===== config.mk =====
export PLATFORM = sky130hd
export DESIGN_NAME = apb_i2c_fifo_flat
export DESIGN_NICKNAME = d
export VERILOG_FILES = /design/src/rtl/apb_i2c_fifo_if.sv /design/src/rtl/apb_i2c_fifo.sv /design/src/flat_wrapper.sv
export SDC_FILE = /design/constraint.sdc
export NUM_CORES = 1
export LEC_CHECK = 0
export ABC_CLOCK_PERIOD_IN_PS = 2800
export BUFFER_PORTS_ARGS = -buffer_cell sky130_fd_sc_hd__buf_2
export CAP_MARGIN = 10
export CORE_MARGIN = 2
export CORE_UTILIZATION = 52
export CTS_CLUSTER_SIZE = 25
export DETAILED_ROUTE_END_ITERATION = 16
export GPL_ROUTABILITY_DRIVEN = 1
export GPL_TIMING_DRIVEN = 0
export PLACE_DENSITY = 0.76
export SLEW_MARGIN = 15
export SYNTH_ARGS = -nofsm -noshare
export SYNTH_HDL_FRONTEND = slang
export SYNTH_SLANG_ARGS = --single-unit

===== constraint.sdc =====
create_clock -name HCLK -period 2.8 [get_ports HCLK]
set_input_delay 0.56 -clock HCLK [delete_from_list [all_inputs] [get_ports HCLK]]
set_output_delay 0.56 -clock HCLK [all_outputs]
set_load 0.05 [all_outputs]

===== src/rtl/apb_i2c_fifo_if.sv =====
// apb_i2c_fifo_if -- APB3 slave bus bundle for apb_i2c_fifo.
//
// Signals: PADDR, PWDATA, PWRITE, PSEL, PENABLE (master -> slave);
//          PRDATA, PREADY, PSLVERR (slave -> master).
// Modports: master (bus driver / testbench), slave (apb_i2c_fifo).
//
// Handshake: a transfer is a setup cycle (PSEL=1, PENABLE=0) followed by an
// access cycle (PSEL=1, PENABLE=1). The slave commits writes and read side
// effects on the access cycle where PREADY=1; this slave never inserts wait
// states (PREADY=1) and never signals an error (PSLVERR=0).
interface apb_i2c_fifo_if #(
    parameter int ADDR_W = 12
) ();
    logic [ADDR_W-1:0] PADDR;
    logic [31:0]       PWDATA;
    logic              PWRITE;
    logic              PSEL;
    logic              PENABLE;
    logic [31:0]       PRDATA;
    logic              PREADY;
    logic              PSLVERR;

    modport master (
        output PADDR, PWDATA, PWRITE, PSEL, PENABLE,
        input  PRDATA, PREADY, PSLVERR
    );

    modport slave (
        input  PADDR, PWDATA, PWRITE, PSEL, PENABLE,
        output PRDATA, PREADY, PSLVERR
    );
endinterface


===== src/rtl/apb_i2c_fifo.sv =====
// apb_i2c_fifo -- APB-programmed command/response FIFOs in front of an I2C
// byte controller.
//
// Ports:
//   HCLK, HRESETn          clock, asynchronous active-low reset
//   apb                    APB slave bundle (apb_i2c_fifo_if.slave)
//   start_o..ack_in_o,din_o command to the byte controller (valid in WAIT)
//   cmd_ack_i, ack_out_i, i2c_al_i, i2c_busy_i, dout_i  byte controller status
//   interrupt_o            registered level interrupt
//   core_en_o, clk_cnt_o   CTRL.EN and PRESCALE to the byte controller
//   fsm_state_o            debug view of the command FSM state
//
// Build option: define APB_I2C_FIFO_THRESH_EN to make TX_TL/RX_TL writable
// and drive the level-sensitive TX_THR/RX_THR interrupt bits.
`default_nettype none

module apb_i2c_fifo #(
    parameter int APB_ADDR_WIDTH = 12,
    parameter int FIFO_DEPTH     = 8
) (
    input  wire logic        HCLK,
    input  wire logic        HRESETn,
    apb_i2c_fifo_if.slave    apb,
    output logic             start_o,
    output logic             stop_o,
    output logic             read_o,
    output logic             write_o,
    output logic             ack_in_o,
    output logic [7:0]       din_o,
    input  wire logic        cmd_ack_i,
    input  wire logic        ack_out_i,
    input  wire logic        i2c_al_i,
    input  wire logic        i2c_busy_i,
    input  wire logic [7:0]  dout_i,
    output logic             interrupt_o,
    output logic             core_en_o,
    output logic [15:0]      clk_cnt_o,
    output logic [1:0]       fsm_state_o
);
    localparam int PW = $clog2(FIFO_DEPTH);
    localparam int CW = PW + 1;
    localparam logic [APB_ADDR_WIDTH-1:0] A_PRE  = APB_ADDR_WIDTH'(8'h00);
    localparam logic [APB_ADDR_WIDTH-1:0] A_CTRL = APB_ADDR_WIDTH'(8'h04);
    localparam logic [APB_ADDR_WIDTH-1:0] A_STAT = APB_ADDR_WIDTH'(8'h08);
    localparam logic [APB_ADDR_WIDTH-1:0] A_TXD  = APB_ADDR_WIDTH'(8'h0C);
    localparam logic [APB_ADDR_WIDTH-1:0] A_RXD  = APB_ADDR_WIDTH'(8'h10);
    localparam logic [APB_ADDR_WIDTH-1:0] A_TXTL = APB_ADDR_WIDTH'(8'h14);
    localparam logic [APB_ADDR_WIDTH-1:0] A_RXTL = APB_ADDR_WIDTH'(8'h18);
    localparam logic [APB_ADDR_WIDTH-1:0] A_ISTA = APB_ADDR_WIDTH'(8'h1C);
    localparam logic [APB_ADDR_WIDTH-1:0] A_MASK = APB_ADDR_WIDTH'(8'h20);

    typedef enum logic [1:0] {S_IDLE, S_ISSUE, S_WAIT, S_HALT} state_t;
    state_t state_q, state_d;

    logic        wr, rd;
    logic [15:0] prescale_q, prescale_d;
    logic        en_q, en_d, ien_q, ien_d;
    logic [6:0]  mask_q, mask_d;
    logic [4:0]  stat_q, stat_d;     // W1C bits: RX_OVF TX_OVF AL NACK DONE
    logic        irq_q;
    logic [11:0] cmd_q;
    logic        tx_thr, rx_thr;
    logic        nack_set, al_set, done_set;

    logic [11:0] tx_mem [FIFO_DEPTH];
    logic [PW-1:0] tx_wp_q, tx_rp_q;
    logic [CW-1:0] tx_cnt_q;
    logic        tx_full, tx_empty, tx_push_req, tx_push, tx_pop, tx_flush;
    logic [7:0]  rx_mem [FIFO_DEPTH];
    logic [PW-1:0] rx_wp_q, rx_rp_q;
    logic [CW-1:0] rx_cnt_q;
    logic        rx_full, rx_empty, rx_push_req, rx_push, rx_pop, rx_flush;
    logic [7:0]  tx_lvl, rx_lvl;
    logic        unused_bits;

    assign wr = apb.PSEL & apb.PENABLE & apb.PWRITE;
    assign rd = apb.PSEL & apb.PENABLE & ~apb.PWRITE;
    assign apb.PREADY  = 1'b1;
    assign apb.PSLVERR = 1'b0;
    assign unused_bits = ^apb.PWDATA[31:16];

    // ---------------- TX FIFO ----------------
    assign tx_full     = tx_cnt_q == CW'(FIFO_DEPTH);
    assign tx_empty    = tx_cnt_q == '0;
    assign tx_lvl      = 8'(tx_cnt_q);
    assign tx_pop      = (state_q == S_ISSUE) & ~tx_empty;
    assign tx_push_req = wr & (apb.PADDR == A_TXD);
    // A pop in the same cycle frees the slot, so a push at full still lands.
    assign tx_push     = tx_push_req & (~tx_full | tx_pop);
    // Flushing never touches cmd_q, so an in-flight command keeps running.
    assign tx_flush    = (wr & (apb.PADDR == A_CTRL) & apb.PWDATA[1]) | nack_set | al_set;

    always_ff @(posedge HCLK) begin
        if (tx_push) tx_mem[tx_wp_q] <= apb.PWDATA[11:0];
    end

    always_ff @(posedge HCLK or negedge HRESETn) begin
        if (!HRESETn) begin
            tx_wp_q  <= '0;
            tx_rp_q  <= '0;
            tx_cnt_q <= '0;
        end else if (tx_flush) begin
            tx_wp_q  <= '0;
            tx_rp_q  <= '0;
            tx_cnt_q <= '0;
        end else begin
            if (tx_push) tx_wp_q <= tx_wp_q + PW'(1);
            if (tx_pop)  tx_rp_q <= tx_rp_q + PW'(1);
            tx_cnt_q <= tx_cnt_q + CW'(tx_push) - CW'(tx_pop);
        end
    end

    // ---------------- RX FIFO ----------------
    assign rx_full     = rx_cnt_q == CW'(FIFO_DEPTH);
    assign rx_empty    = rx_cnt_q == '0;
    assign rx_lvl      = 8'(rx_cnt_q);
    assign rx_pop      = rd & (apb.PADDR == A_RXD) & ~rx_empty;
    assign rx_push_req = (state_q == S_WAIT) & cmd_ack_i & ~i2c_al_i & cmd_q[10];
    assign rx_push     = rx_push_req & (~rx_full | rx_pop);
    assign rx_flush    = wr & (apb.PADDR == A_CTRL) & apb.PWDATA[2];

    always_ff @(posedge HCLK) begin
        if (rx_push) rx_mem[rx_wp_q] <= dout_i;
    end

    always_ff @(posedge HCLK or negedge HRESETn) begin
        if (!HRESETn) begin
            rx_wp_q  <= '0;
            rx_rp_q  <= '0;
            rx_cnt_q <= '0;
        end else if (rx_flush) begin
            rx_wp_q  <= '0;
            rx_rp_q  <= '0;
            rx_cnt_q <= '0;
        end else begin
            if (rx_push) rx_wp_q <= rx_wp_q + PW'(1);
            if (rx_pop)  rx_rp_q <= rx_rp_q + PW'(1);
            rx_cnt_q <= rx_cnt_q + CW'(rx_push) - CW'(rx_pop);
        end
    end

    // ---------------- command FSM ----------------
    always_comb begin
        state_d  = state_q;
        nack_set = 1'b0;
        al_set   = 1'b0;
        done_set = 1'b0;
        unique case (state_q)
            S_IDLE:  if (en_q && !tx_empty) state_d = S_ISSUE;
            // A flush can empty the queue between IDLE and ISSUE; fall back.
            S_ISSUE: state_d = tx_empty ? S_IDLE : S_WAIT;
            S_WAIT: begin
                if (i2c_al_i) begin
                    al_set  = 1'b1;
                    state_d = S_HALT;
                end else if (cmd_ack_i) begin
                    if (!cmd_q[10] && ack_out_i) begin
                        nack_set = 1'b1;
                        state_d  = S_HALT;
                    end else begin
                        done_set = tx_empty;
                        state_d  = S_IDLE;
                    end
                end
            end
            S_HALT:  if (!stat_q[1] && !stat_q[2]) state_d = S_IDLE;
            default: state_d = S_IDLE;
        endcase
    end

    always_ff @(posedge HCLK or negedge HRESETn) begin
        if (!HRESETn) begin
            state_q <= S_IDLE;
            cmd_q   <= '0;
        end else begin
            state_q <= state_d;
            if (tx_pop) cmd_q <= tx_mem[tx_rp_q];
        end
    end

    // Command lines are live only in WAIT, so they drop with the state.
    assign start_o     = (state_q == S_WAIT) & cmd_q[8];
    assign stop_o      = (state_q == S_WAIT) & cmd_q[9];
    assign read_o      = (state_q == S_WAIT) & cmd_q[10];
    assign write_o     = (state_q == S_WAIT) & ~cmd_q[10];
    assign ack_in_o    = (state_q == S_WAIT) & cmd_q[11];
    assign din_o       = (state_q == S_WAIT) ? cmd_q[7:0] : 8'h00;
    assign fsm_state_o = state_q;

    // ---------------- thresholds ----------------
`ifdef APB_I2C_FIFO_THRESH_EN
    logic [7:0] tx_tl_q, tx_tl_d, rx_tl_q, rx_tl_d;
    assign tx_thr = tx_lvl <= tx_tl_q;
    assign rx_thr = rx_lvl > rx_tl_q;
    always_comb begin
        tx_tl_d = tx_tl_q;
        rx_tl_d = rx_tl_q;
        if (wr && apb.PADDR == A_TXTL) tx_tl_d = apb.PWDATA[7:0];
        if (wr && apb.PADDR == A_RXTL) rx_tl_d = apb.PWDATA[7:0];
    end
    always_ff @(posedge HCLK or negedge HRESETn) begin
        if (!HRESETn) begin
            tx_tl_q <= '0;
            rx_tl_q <= '0;
        end else begin
            tx_tl_q <= tx_tl_d;
            rx_tl_q <= rx_tl_d;
        end
    end
`else
    assign tx_thr = 1'b0;
    assign rx_thr = 1'b0;
`endif

    // ---------------- registers ----------------
    always_comb begin
        prescale_d = prescale_q;
        en_d       = en_q;
        ien_d      = ien_q;
        mask_d     = mask_q;
        stat_d     = stat_q;
        if (wr && apb.PADDR == A_PRE)  prescale_d = apb.PWDATA[15:0];
        if (wr && apb.PADDR == A_CTRL) begin
            en_d  = apb.PWDATA[7];
            ien_d = apb.PWDATA[6];
        end
        if (wr && apb.PADDR == A_MASK) mask_d = apb.PWDATA[6:0];
        if (wr && apb.PADDR == A_ISTA) stat_d = stat_d & ~apb.PWDATA[4:0];
        // New events win over a simultaneous clear.
        stat_d = stat_d | {rx_push_req & ~rx_push, tx_push_req & ~tx_push,
                           al_set, nack_set, done_set};
    end

    always_ff @(posedge HCLK or negedge HRESETn) begin
        if (!HRESETn) begin
            prescale_q <= '0;
            en_q       <= 1'b0;
            ien_q      <= 1'b0;
            mask_q     <= '0;
            stat_q     <= '0;
            irq_q      <= 1'b0;
        end else begin
            prescale_q <= prescale_d;
            en_q       <= en_d;
            ien_q      <= ien_d;
            mask_q     <= mask_d;
            stat_q     <= stat_d;
            irq_q      <= ien_q & |({rx_thr, tx_thr, stat_q} & mask_q);
        end
    end

    assign interrupt_o = irq_q;
    assign core_en_o   = en_q;
    assign clk_cnt_o   = prescale_q;

    // ---------------- read mux ----------------
    always_comb begin
        apb.PRDATA = 32'h0;
        case (apb.PADDR)
            A_PRE:  apb.PRDATA = {16'h0, prescale_q};
            A_CTRL: apb.PRDATA = {24'h0, en_q, ien_q, 6'h0};
            A_STAT: apb.PRDATA = {8'h0, rx_lvl, tx_lvl, 1'b0, state_q == S_HALT,
                                  i2c_busy_i, rx_empty, rx_full, tx_empty, tx_full,
                                  state_q != S_IDLE};
            A_RXD:  apb.PRDATA = rx_empty ? 32'h0 : {24'h0, rx_mem[rx_rp_q]};
`ifdef APB_I2C_FIFO_THRESH_EN
            A_TXTL: apb.PRDATA = {24'h0, tx_tl_q};
            A_RXTL: apb.PRDATA = {24'h0, rx_tl_q};
`endif
            A_ISTA: apb.PRDATA = {25'h0, rx_thr, tx_thr, stat_q};
            A_MASK: apb.PRDATA = {25'h0, mask_q};
            default: apb.PRDATA = 32'h0;
        endcase
    end
endmodule

`default_nettype wire


===== src/flat_wrapper.sv =====
// flat-port wrapper written by rule: the top's interface ports become plain ports
module apb_i2c_fifo_flat 
#(
    parameter int APB_ADDR_WIDTH = 12,
    parameter int FIFO_DEPTH     = 8
)
  (HCLK, HRESETn, start_o, stop_o, read_o, write_o, ack_in_o, din_o, cmd_ack_i, ack_out_i, i2c_al_i, i2c_busy_i, dout_i, interrupt_o, core_en_o, clk_cnt_o, fsm_state_o, apb_PADDR, apb_PWDATA, apb_PWRITE, apb_PSEL, apb_PENABLE, apb_PRDATA, apb_PREADY, apb_PSLVERR);
  apb_i2c_fifo_if apb_i ();
  input  wire logic HCLK;
  input  wire logic HRESETn;
  output logic start_o;
  output logic stop_o;
  output logic read_o;
  output logic write_o;
  output logic ack_in_o;
  output logic [7:0] din_o;
  input  wire logic cmd_ack_i;
  input  wire logic ack_out_i;
  input  wire logic i2c_al_i;
  input  wire logic i2c_busy_i;
  input  wire logic [7:0] dout_i;
  output logic interrupt_o;
  output logic core_en_o;
  output logic [15:0] clk_cnt_o;
  output logic [1:0] fsm_state_o;
  input wire logic [$bits(apb_i.PADDR)-1:0] apb_PADDR;
  input wire logic [$bits(apb_i.PWDATA)-1:0] apb_PWDATA;
  input wire logic [$bits(apb_i.PWRITE)-1:0] apb_PWRITE;
  input wire logic [$bits(apb_i.PSEL)-1:0] apb_PSEL;
  input wire logic [$bits(apb_i.PENABLE)-1:0] apb_PENABLE;
  output wire logic [$bits(apb_i.PRDATA)-1:0] apb_PRDATA;
  output wire logic [$bits(apb_i.PREADY)-1:0] apb_PREADY;
  output wire logic [$bits(apb_i.PSLVERR)-1:0] apb_PSLVERR;
  assign apb_i.PADDR = apb_PADDR;
  assign apb_i.PWDATA = apb_PWDATA;
  assign apb_i.PWRITE = apb_PWRITE;
  assign apb_i.PSEL = apb_PSEL;
  assign apb_i.PENABLE = apb_PENABLE;
  assign apb_PRDATA = apb_i.PRDATA;
  assign apb_PREADY = apb_i.PREADY;
  assign apb_PSLVERR = apb_i.PSLVERR;
  apb_i2c_fifo #(.APB_ADDR_WIDTH(APB_ADDR_WIDTH), .FIFO_DEPTH(FIFO_DEPTH)) u_core (.HCLK(HCLK), .HRESETn(HRESETn), .apb(apb_i), .start_o(start_o), .stop_o(stop_o), .read_o(read_o), .write_o(write_o), .ack_in_o(ack_in_o), .din_o(din_o), .cmd_ack_i(cmd_ack_i), .ack_out_i(ack_out_i), .i2c_al_i(i2c_al_i), .i2c_busy_i(i2c_busy_i), .dout_i(dout_i), .interrupt_o(interrupt_o), .core_en_o(core_en_o), .clk_cnt_o(clk_cnt_o), .fsm_state_o(fsm_state_o));
endmodule

==> results.md <==
* Outcome: finished, violations left
* Failing checks: negative setup slack
* Initial antenna violation count at 1
* Worst-path clk slew at approximately 0.06 ns
* Worst EP required at between 2 and 2.5 ns
* Placer Congestion at 0.8474
* Crit path DAT at around 2.4 ns
* Routed len/inst at 23.46 µm
* Num CTS Buffers at 24
* Fmax at 336.9 MHz
* WP buf/inv at 3
* Synth cell types at 60
* TritonCTS clock tree: yes
* Post-detail-place hpwl at roughly 16000 µm
* Tcrit/Tclk final at 106.0%
* Slew Viols, Final at 0
* Worst setup margin at -0.1682 ns
* Total wire length at around 25000 µm
* Final std cells w/o fill at roughly 1.0k
* FF+latch count, synth at approximately 230
* CTS Sinks at around 230
* Top cells by area, synth: edfxtp_1, dfrtp_1, mux4_2, mux2i_1, mux2_2
* Largest net degree at the start of global routing at 55
* Seq/Total Area, Yosys at approximately two thirds
* Post-synth EDFFs at 160
* Peak supply drop at 0.0005447 V
* Pre-antenna DRT Iters at 7
* Hold Crit Depth at 2
* Startpoint types: input pin
* Worst hold slack at 0.2723 ns
* R2R cell count at 12
* Synth area leader: edfxtp_1
* Mux contribution to synthesized area at between 10% and 20%
* Most instantiated cells after synthesis: edfxtp_1, dfrtp_1, mux4_2
* Crit path cell chain: buf_6 > or4_4 > or2_4 > buf_6 > or4_4 > o21ai_4 > buf_6
* Number of global-route vias before repair at 6459
* Post-Syn Area at between 9000 and 10000 µm²
* Synth Flop Type: edfxtp_1
* PortBufs at 95
* Die H at 142.1 µm
* Cells after synthesis at between 600 and 700
* Worst min-delay path class: input pin to flip-flop
* Core area at around 19000 µm²
* Pwr dens at between 700 and 800 nW/µm²
* Largest family of logic cells by synthesized area: multiplexers
* # diodes at 0
* Slew margin rel. at about a third
* H-tree depth at 1
* DRT antenna net count at 0
* Synth warnings at 0
* Yosys top cell area share at about half
* Cell Rows at 50
* First-pass GRT wire length at 36400 µm
* Fin crit period at 2.968 ns
* Vias per cell at between 5 and 6
* CP max FO at 3
* Adder-cell share of the synthesized area at under 10%
* Syn_area_per_cell at roughly 16 µm²
* RSZ-0062 raised after global routing: true
* Slowest stage cell, crit path: or4_4
* Initial Utilization at 53.04%
* Layout cells sized above 1 at around 40%
* Max-Cap Viols at 0
* Routed vias at roughly 6.2k
* Slew @ Worst Pin at between 0.9 and 1 ns
* Xor and xnor area share after synthesis at less than 1%
* Synth Area in Compound Gates at 4.767%
* Clock Latency Late Sink at 0.52 ns
* Die area at 20200 µm²
* Most common cell in the netlist: edfxtp_1
* Layout Skew at 0.01143 ns
* Die X at approximately 140 µm
* WS Path Type: input pin to output port
* Setup-failing EPs final at 16
* Area share of and/or/nand/nor cells after synthesis at ~8.5%
* Crit end category: output port
* Crit-path max cell delay at around 0.56 ns
* Clock root cell: clkbuf_16
* Total track usage at 24.01%
* Placed cell count at ~980
* DRC violations left at 0
* Top cell by count, worst path: buf_6
* Nets@finish at roughly 880
* Clk buf depth at 3
* Layout area overhead at 24.91%
* GRT overflow at 0
* Pwr Total at between 9 and 10 mW
* Count of final hold-check violations at 0
* Asr flop ratio synth at 28.89%
* Top Ports at around 130
* Leak at around 4.7 nW
* CP delay by family, top: simple AND/OR/NAND/NOR gates
* Worst path depth at 7
* Iteration-0 DRC Markers at roughly 530
[routing by layer]
metal / GRT usage [%] / vias to the layer above / routed length (µm)
met5: 0 / - / 10
met4: 9.368 / 2 / 991
met3: 3.769 / 69 / 1166
met2: 43.15 / 242 / 13180
met1: 29.23 / 3167 / 9221
li1: - / 2741 / -
[registers in the layout (all words and copies together) (netlist names)]
signal and cells:
u_core.tx_mem 96, u_core.rx_mem 64, u_core.clk_cnt_o 16, u_core.cmd_q 12
u_core.mask_q 7, u_core.stat_q 5, u_core.rx_cnt_q 4, u_core.tx_cnt_q 4
u_core.rx_rp_q 3, u_core.rx_wp_q 3, u_core.tx_rp_q 3, u_core.tx_wp_q 3
u_core.fsm_state_o 2, u_core.core_en_o 1, u_core.ien_q 1, u_core.interrupt_o 1
[power breakdown]
part           internal (mW)  total (mW)  leakage (nW)  switching (mW)
Combinational           1.01        2.57          2.07            1.55
Sequential              3.82        4.06          2.27           0.240
Clock                   1.77        3.02         0.372            1.25
Total                   6.60        9.65          4.71            3.04
[timing repair]
action	4_1_cts	5_1_grt
buffers inserted	14	10
hold buffers	1	0
setup endpoints to repair	75	96
pin swaps	12	15
gates resized for setup	70	68
endpoints found under the hold margin	11	0
gates cloned	0	1
[through the flow]
| stage | TNS [ns] | cell area [µm²] | utilization [%] | worst slack, ns |
|---|---|---|---|---|
| after floorplan | -0.07530 | 10030 | - | -0.03791 |
| after global placement | -126.78 | 10800 | 57.75 | -1.186 |
| after detailed placement | -91.90 | 10910 | 58.33 | -0.8352 |
| after CTS | -1.169 | 12050 | 64.43 | -0.1592 |
| after global routing | -1.747 | 12390 | 66.25 | -0.1877 |
| final | -1.229 | 12390 | 66.25 | -0.1682 |
[worst register-to-register path, cell delays in order (launching register included)]
cell,delay [ns]
dfrtp_1,0.39
inv_2,0.08
ha_1,0.14
or3b_4,0.41
nand4_1,0.24
buf_4,0.18
buf_4,0.12
nor2_4,0.04
ha_4,0.26
inv_2,0.04
ha_4,0.15
fa_2,0.52
nor2b_2,0.14
[worst paths after layout]
check,from,end,slack (ns)
setup / recovery,apb_PADDR[10],apb_PRDATA[7],-0.17
hold / removal,apb_PWDATA[13],u_core.clk_cnt_o[13],0.27
setup reg to reg,u_core.rx_cnt_q[2],u_core.rx_cnt_q[1],0.01
hold reg to reg,u_core.mask_q[5],u_core.mask_q[5],0.50
max in group asynchronous,HRESETn,u_core.rx_rp_q[1],1.83
min in group asynchronous,HRESETn,u_core.cmd_q[6],0.43
[cell families after synthesis]
logic type,Yosys count
compound gates,73
simple gates,149
mux,98
xor+xnor,6
other cells,2
fa+ha+maj,18
buf+inv,66
flops,225
[area by class of cell]
cell class / instances / area, µm²
flip-flops and latches: 225 / 6434
fillers: 1275 / 6314
multi-input cells: 358 / 3595
repair buffers: 126 / 965.9
clock buffers: 40 / 730.7
well taps: 234 / 292.8
plain buffers: 39 / 264.0
inverters: 22 / 82.58
clock inverters: 3 / 27.53
[cells in the final DEF (no fill, tap or decap), types with 4 or more instances in the layout]
| master | netlist | final |
|---|---|---|
| buf_12 | 0 | 4 |
| clkbuf_2 | 0 | 4 |
| and3_1 | 5 | 5 |
| nor3_1 | 18 | 8 |
| mux4_2 | 40 | 40 |
| buf_8 | 0 | 12 |
| nor2_1 | 37 | 29 |
| nand3_1 | 9 | 9 |
| nor3_2 | 0 | 7 |
| xnor2_1 | 6 | 6 |
| mux2_2 | 18 | 17 |
| conb_1 | 2 | 14 |
| and2_1 | 19 | 11 |
| o21ai_0 | 14 | 12 |
| dfrtp_1 | 65 | 63 |
| mux2_4 | 10 | 11 |
| clkbuf_16 | 0 | 25 |
| nand2_1 | 11 | 10 |
| a22o_4 | 0 | 4 |
| inv_1 | 22 | 19 |
| edfxtp_1 | 160 | 160 |
| clkbuf_8 | 0 | 7 |
| and2_4 | 0 | 7 |
| nand4_1 | 5 | 5 |
| buf_4 | 14 | 38 |
| mux2i_1 | 30 | 29 |
| ha_1 | 16 | 14 |
| buf_6 | 2 | 15 |
| clkbuf_1 | 20 | 18 |
| nor2_4 | 0 | 8 |
| buf_2 | 4 | 79 |
| a21oi_1 | 23 | 21 |
| nand2b_1 | 8 | 8 |
Power figures use the tool's default switching activity.
